File: src/rtl/abro_input_cond.sv
`default_nettype none
// ============================================================================
//  Module   : abro_input_cond
//  Brief    : Input conditioning for the ABRO FSM. Each of two raw event
//             sources (A, B) is synchronised, debounced and turned into a
//             one-cycle rising-edge pulse gated by enable. Rejected
//             transitions (glitches) from both channels feed one saturating
//             counter.
//             STABLE_CNT legal range is 1..15 (4-bit stability counter).
//  Revision : 1.0 - initial release
// ============================================================================
module abro_input_cond #(
    parameter int STABLE_CNT = 4,
    parameter int GLITCH_W   = 8
) (
    input  logic                clk,
    input  logic                reset,      // asynchronous, active-low
    input  logic                a_raw,
    input  logic                b_raw,
    input  logic                enable,
    output logic                a_level,
    output logic                b_level,
    output logic                a_pulse,
    output logic                b_pulse,
    output logic [GLITCH_W-1:0] glitch_cnt
);

    // Counter value at which a differing sample is accepted as the new level.
    localparam logic [3:0] C_LAST = 4'(STABLE_CNT - 1);

    // Channel index 0 is A, index 1 is B.
    logic [1:0]          raw;
    logic [1:0]          s1_q;
    logic [1:0]          s2_q;
    logic [3:0]          cnt_q [2];
    logic [3:0]          cnt_d [2];
    logic [1:0]          level_q;
    logic [1:0]          level_d;
    logic [1:0]          pulse_q;
    logic [1:0]          pulse_d;
    logic [1:0]          glitch_inc;
    logic [GLITCH_W:0]   glitch_sum;
    logic [GLITCH_W-1:0] glitch_cnt_q;
    logic [GLITCH_W-1:0] glitch_cnt_d;

    assign raw = {b_raw, a_raw};

    // Debounce rules per channel: agreement clears the counter (counting a
    // glitch if progress is thrown away), sustained disagreement is accepted
    // once the counter reaches C_LAST. The pulse is raised on the same edge
    // that the level becomes 1, so both show up in the same cycle.
    always_comb begin
        glitch_inc = 2'd0;
        for (int ch = 0; ch < 2; ch++) begin
            cnt_d[ch]   = cnt_q[ch];
            level_d[ch] = level_q[ch];
            pulse_d[ch] = 1'b0;
            if (s2_q[ch] == level_q[ch]) begin
                cnt_d[ch] = 4'd0;
                if (cnt_q[ch] != 4'd0) begin
                    glitch_inc = glitch_inc + 2'd1;
                end
            end else if (cnt_q[ch] == C_LAST) begin
                level_d[ch] = s2_q[ch];
                cnt_d[ch]   = 4'd0;
                pulse_d[ch] = s2_q[ch] & enable;
            end else begin
                cnt_d[ch] = cnt_q[ch] + 4'd1;
            end
        end
    end

    // Saturating glitch accumulator; the extra sum bit flags overflow so a
    // +2 step from all-ones minus one clamps rather than wraps.
    always_comb begin
        glitch_sum   = {1'b0, glitch_cnt_q} + (GLITCH_W + 1)'(glitch_inc);
        glitch_cnt_d = glitch_sum[GLITCH_W] ? '1 : glitch_sum[GLITCH_W-1:0];
    end

    // State registers: synchroniser, counters, levels, pulses, glitch count.
    always_ff @(posedge clk or negedge reset) begin
        if (!reset) begin
            s1_q         <= 2'b00;
            s2_q         <= 2'b00;
            cnt_q[0]     <= 4'd0;
            cnt_q[1]     <= 4'd0;
            level_q      <= 2'b00;
            pulse_q      <= 2'b00;
            glitch_cnt_q <= '0;
        end else begin
            s1_q         <= raw;
            s2_q         <= s1_q;
            cnt_q[0]     <= cnt_d[0];
            cnt_q[1]     <= cnt_d[1];
            level_q      <= level_d;
            pulse_q      <= pulse_d;
            glitch_cnt_q <= glitch_cnt_d;
        end
    end

    assign a_level    = level_q[0];
    assign b_level    = level_q[1];
    assign a_pulse    = pulse_q[0];
    assign b_pulse    = pulse_q[1];
    assign glitch_cnt = glitch_cnt_q;

endmodule
`default_nettype wire

File: config.mk
export PLATFORM = sky130hd
export DESIGN_NAME = abro_input_cond
export DESIGN_NICKNAME = d
export VERILOG_FILES = /design/src/rtl/abro_input_cond.sv
export SDC_FILE = /design/constraint.sdc
export NUM_CORES = 1
export LEC_CHECK = 0
export ABC_AREA = 1
export CAP_MARGIN = 20
export CORE_MARGIN = 8
export CORE_UTILIZATION = 47
export DETAILED_ROUTE_END_ITERATION = 16
export PLACE_DENSITY_LB_ADDON = 0.3
export SYNTH_ARGS = -nofsm -noshare
export SYNTH_HDL_FRONTEND = slang
export SYNTH_SLANG_ARGS = --single-unit
File: constraint.sdc
create_clock -name clk -period 2.13 [get_ports clk]
set_clock_uncertainty 0.2 [all_clocks]
set_input_delay 0.426 -clock clk [delete_from_list [all_inputs] [get_ports clk]]
set_output_delay 0.426 -clock clk [all_outputs]
set_load 0.1 [all_outputs]
-- Word-level counts from Yosys, hierarchy flattened
Index checks and enable logic that the tools add are counted.
- add/sub/neg operators: 4
- $mul: 0
- divide/modulo/power cells: 0
- order comparisons: 0
- eq/ne operators: 4
- shift-type cells: 0
- multiplexer cells: 13
- bitwise gates (word level): 4
- reductions and logical operators: 4
- operators by type and width (operator ; number):
    4-bit 2-to-1 mux ; 4
    8-bit by 2-bit adder with 9-bit output ; 1
    4-bit by 1-bit adder with 4-bit output (second input constant) ; 2
    4-bit by 2-bit equality test with 1-bit output (second input constant) ; 2
    8-bit 2-to-1 mux ; 1
    4-bit nonzero test ; 2
    1-bit 2-to-1 mux ; 6
    2-bit 2-to-1 mux ; 2
    2-bit AND reduction ; 2
    2-bit by 1-bit adder with 2-bit output (second input constant) ; 1
    1-bit AND ; 2
    1-bit equality test ; 2
    1-bit inverter ; 2
- register bits: 24
- latch bits: 0
- RAM bits: 0
- memory bits (read-only): 0
- input port bits: 5
- output and inout port bits: 12
- logic and storage cells: 37
- memories: 0

-- Longest topological paths before layout
- word-level depth: 8
- depth in mapped cells: 14

-- Least setup slack after synthesis
Ideal clock, no wire load.
- path kind: register to register
- start: register level_q[0]
- end: register glitch_cnt_q[6], in the netlist glitch_cnt[6]
- data arrival time: 2.608 ns
- data required time: 1.801 ns
- slack: -0.807 ns
- stages on the path, launching flop included: 13
- path buffers: 0
- clock period less this slack: 2.937 ns
- path through: dfrtp_1 xor2_1 a31oi_1 ha_1 nand2_1 nand2_1 ha_1 inv_1 fa_1 nor2_2 nand2_1 nand2_1 nand3_1
- word-level cells in the longest chain between the ends: 7
- ends and longest elaborated chain (item ; RTL line ; source):
    from (decl) ; 37 ; logic [1:0] level_q;
    from (signal assigned) ; 95 ; level_q <= level_d;
    1-bit equality test * ; 58 ; if (s2_q[ch] == level_q[ch]) begin
    1-bit 2-to-1 mux * ; 58 ;
    2-bit by 1-bit adder with 2-bit output ; 61 ; glitch_inc = glitch_inc + 2'd1;
    2-bit 2-to-1 mux ; 60 ; if (cnt_q[ch] != 4'd0) begin
    2-bit 2-to-1 mux * ; 58 ;
    8-bit by 2-bit adder with 9-bit output * ; 76 ; glitch_sum = {1'b0, glitch_cnt_q} + (GLITCH_W + 1)'(glitch_inc);
    8-bit 2-to-1 mux * ; 77 ; glitch_cnt_d = glitch_sum[GLITCH_W] ? '1 : glitch_sum[GLITCH_W-1:0];
    net glitch_cnt_d[6] ; 44 ; logic [GLITCH_W-1:0] glitch_cnt_d;
    to (signal assigned) ; 97 ; glitch_cnt_q <= glitch_cnt_d;
    to (decl) ; 43 ; logic [GLITCH_W-1:0] glitch_cnt_q;
The timed path passes the listed nets; every way through them passes the cells marked *.
A chain may end at the register's enable or synchronous reset.

-- Final worst setup path
Ends and elaborated chain as after synthesis.

==> reports/results.tsv <==
stage	metric	value	unit
setup_path	r2r_end	glitch_cnt[6]$_DFF_PN0_	
placed_design	dp.cells	196	
setup_path	crit_chain	xor2_2, a31oi_1, ha_1, nand2_1, nand2_1, ha_2, inv_2, fa_2, nor2_4, nand2_1, nand2_1, nand3_1	
setup_path	slowest_delay	0.51	ns
setup_path	crit_required	2.14	ns
placed_design	gp_congestion	0.778	
power	p_int	1.41	mW
power	irDropWorstVdd	1210	µV
timing	relSlewSlack	80.2	%
synthesis	synth_cell_types	16	
power	leakagePower	0.853	nW
timing	clock.fmax	426	MHz
route	vias	947	
final_layout	diodes	0	
global_route	met3_usage	3.39	%
global_route	top_usage_layer	met2	
power	powerDensity	1610	nW/µm²
timing	worst_pin_slew	0.297	ns
setup_path	reg2reg_depth	12	
die	start_util	48.5	%
final_layout	area_growth	43.0	%
setup_path	startpoint_type	register	
clock_tree	clkTransAtPathRegs	0.13	ns
global_route	track_usage	12.4	%
route	drt_wl_total	2350	µm
clock_tree	cts_tree	built	
power	p_comb_share	60.7	%
timing	finalSetupViolCount	8	
global_route	met2_usage	21.6	%
setup_path	r2r_slack	-0.22	ns
outcome	status	finished, violations left	
global_route	antenna_found_initial	0	
die	die_w	65.9	µm
global_route	grt_util_met1	13.3	%
synthesis	syn_avg_cell_area	8.72	µm²
timing	period_needed	2.35	ns
route	drc	0	
route	vias_per_cell	4.71	
route	post_drt_wl_per_cell	11.7	µm
global_route	grt_pass1_vias	1010	
setup_path	criticalPathCategory	reg2reg	
clock_tree	clockBufferDepth	2	
die	row_count	18	
power	total_power	2.69	mW
placed_design	dp_hpwl	1840	µm
route	drt_iter0_drc	32	
synthesis	synth_area	1170	µm²
final_layout	fin_cells	201	
hold_path	hold_start	s1_q[1]$_DFF_PN0_	
timing	hold_slack	0.166	ns
power	p_seq_share	27.2	%
final_layout	final_util	69.4	%
setup_path	cp_common_cell	nand2_1	
hold_path	hold_path.class	reg2reg	
timing	setup_slack	-0.217	ns
outcome	failed_checks	setup timing	
job	max-cap-violations	0	
clock_tree	clock_sinks	24	
die	core	2410	µm²
die	dieHeight	65.9	µm
setup_path	end_kind	register	
final_layout	fill_cells	181	
setup_path	cpLargestDelayFamily	adder cells	
setup_path	r2r_start	level_q[0]$_DFFE_PN0P_	
global_route	grt_pass1_wl	4280	µm
power	clockPowerShare	12.1	%
route	dr.pass1.iters	4	
placed_design	io_buffers	16	
clock_tree	clockRootBuffer	clkbuf_4	
hold_path	hold-path-endpoint	s2_q[1]$_DFF_PN0_	
clock_tree	htreeDepth	1	
setup_path	cp.arrival	2.35	ns
timing	drv_slew	0	
final_layout	multi_input_area	488	µm²
setup_path	crit_slowest_cell	dfrtp_4	
clock_tree	clkLatencyLatePin	0.31	ns
setup_path	cp.buffers_inverters	1	
power	p_sw	1.28	mW
die	io_pins	17	
hold_path	holdPathStages	0	
final_layout	drive_gt1_share	25.7	%
synthesis	synth_cells	134	
power	swShare	47.6	%
synthesis	synth.net_count	147	
timing	fin_crit_sh	110	%
synthesis	synth-seq-area-share	51.4	%
timing	hold_viol	0	
global_route	grt_start_max_net_pins	25	
route	final_antenna_net_count	0	
global_route	grt_remaining_overflow	0	
timing	rsz0062_at_grt	true	
synthesis	synth-warning-count	0	
synthesis	ys_ff_latch	24	
final_layout	seqCellArea	606	µm²
final_layout	final_nets	185	
die	dieArea	4340	µm²
clock_tree	numCtsBuffers	3	
setup_path	cp_max_fo	4	
-- what timing repair did --
item                                    in CTS  in global routing
resized for setup                            4                  2
setup buffers                                0                  1
pin swaps                                    1                  2
hold buffers                                 0                  0
endpoints found under the setup margin       8                  8
-- worst reg2reg max path, stage by stage (launching register included) --
cell and delay [ns]:
dfrtp_4 0.51, xor2_2 0.15, a31oi_1 0.06, ha_1 0.28
nand2_1 0.04, nand2_1 0.06, ha_2 0.18, inv_2 0.04
fa_2 0.39, nor2_4 0.14, nand2_1 0.07, nand2_1 0.06
nand3_1 0.07
-- per-stage QoR --
| stage | setup WS, ns | cell area [µm²] | TNS (ns) |
|---|---|---|---|
| detailed placement | -0.232 | 1590 | -1.57 |
| floorplan | -0.336 | 1180 | -2.28 |
| finish | -0.217 | 1670 | -1.59 |
| global placement | -0.168 | 1590 | -0.998 |
| global route | -0.386 | 1670 | -2.86 |
| CTS | -0.205 | 1660 | -1.52 |
-- flip-flops by register name (all words and copies together) (netlist names) --
register	cells
s1_q	2
cnt_q	8
s2_q	2
glitch_cnt	8
level_q	2
pulse_q	2
-- worst max path at each step --
stage | startpoint | to | depth (start not counted)
floorplan | level_q[0]$_DFFE_PN0P_ | glitch_cnt[6]$_DFF_PN0_ | 12
global placement | level_q[0]$_DFFE_PN0P_ | glitch_cnt[4]$_DFF_PN0_ | 11
detailed placement | level_q[0]$_DFFE_PN0P_ | glitch_cnt[4]$_DFF_PN0_ | 11
CTS | level_q[0]$_DFFE_PN0P_ | glitch_cnt[4]$_DFF_PN0_ | 11
global route | cnt_q[4]$_DFF_PN0_ | glitch_cnt[6]$_DFF_PN0_ | 13
finish | level_q[0]$_DFFE_PN0P_ | glitch_cnt[6]$_DFF_PN0_ | 12
-- synth_stat cells --
cell type | instances | area, µm²
ha_1 | 7 | 87.6
nand2_2 | 2 | 12.5
inv_1 | 28 | 105
xor2_1 | 3 | 26.3
nor2_1 | 14 | 52.6
o21ai_0 | 3 | 15.0
dfrtp_1 | 24 | 601
xnor2_1 | 4 | 35.0
nor4_1 | 1 | 6.26
nand3b_1 | 1 | 7.51
nand2_1 | 27 | 101
nor3_1 | 1 | 5.00
fa_1 | 1 | 20.0
nand3_1 | 15 | 75.1
nor2_2 | 2 | 12.5
a31oi_1 | 1 | 6.26
-- cell usage in the layout, fill, tap and decap left out, types with 2 or more instances in the layout --
cell,n
nor2_4,2
xor2_1,2
nand3_1,15
nand2_1,27
clkdlybuf4s50_1,4
clkbuf_4,3
dfrtp_1,22
nor2_1,14
o21ai_0,3
inv_1,27
xnor2_1,4
buf_4,19
ha_2,2
buf_12,10
nand2_2,2
ha_1,5
-- cell type report --
type	count	share of cell area, %
Clock buffer	3	1.35
Clock inverter	1	1.80
Inverter	28	6.29
Multi-Input combinational cell	82	29.2
Sequential cell	24	36.2
Tap cell	30	2.25
Timing Repair Buffer	33	22.9
-- cell families (layout without fill, tap and decap cells) --
| kind of cell | count (synthesis) | count (layout) | synth area share, % |
|---|---|---|---|
| AND/OR/NAND/NOR | 63 | 63 | 23.3 |
| flip-flops | 24 | 24 | 51.4 |
| buffers and inverters | 28 | 65 | 8.99 |
| adder cells (fa/ha/maj) | 8 | 8 | 9.21 |
| AO/OA/AOI/OAI | 4 | 4 | 1.82 |
| XOR/XNOR | 7 | 7 | 5.25 |
-- power groups by stage --
| stage | Clock (mW) | Sequential, mW | Combinational (mW) |
|---|---|---|---|
| floorplan | 0 | 1.25 | 0.452 |
| global placement | 0 | 0.731 | 1.57 |
| detailed placement | 0 | 0.737 | 1.59 |
| CTS | 0.334 | 0.732 | 1.63 |
| global route | 0.356 | 0.750 | 1.77 |
| finish | 0.325 | 0.731 | 1.63 |
-- per-layer routing --
metal | part of all wire (%) | routed length (µm)
met1 | 43 | 1010
met3 | 6.2 | 147
met2 | 49 | 1150
met5 | 0 | 0
met4 | 1.8 | 43
Power figures use the tool's default switching activity.
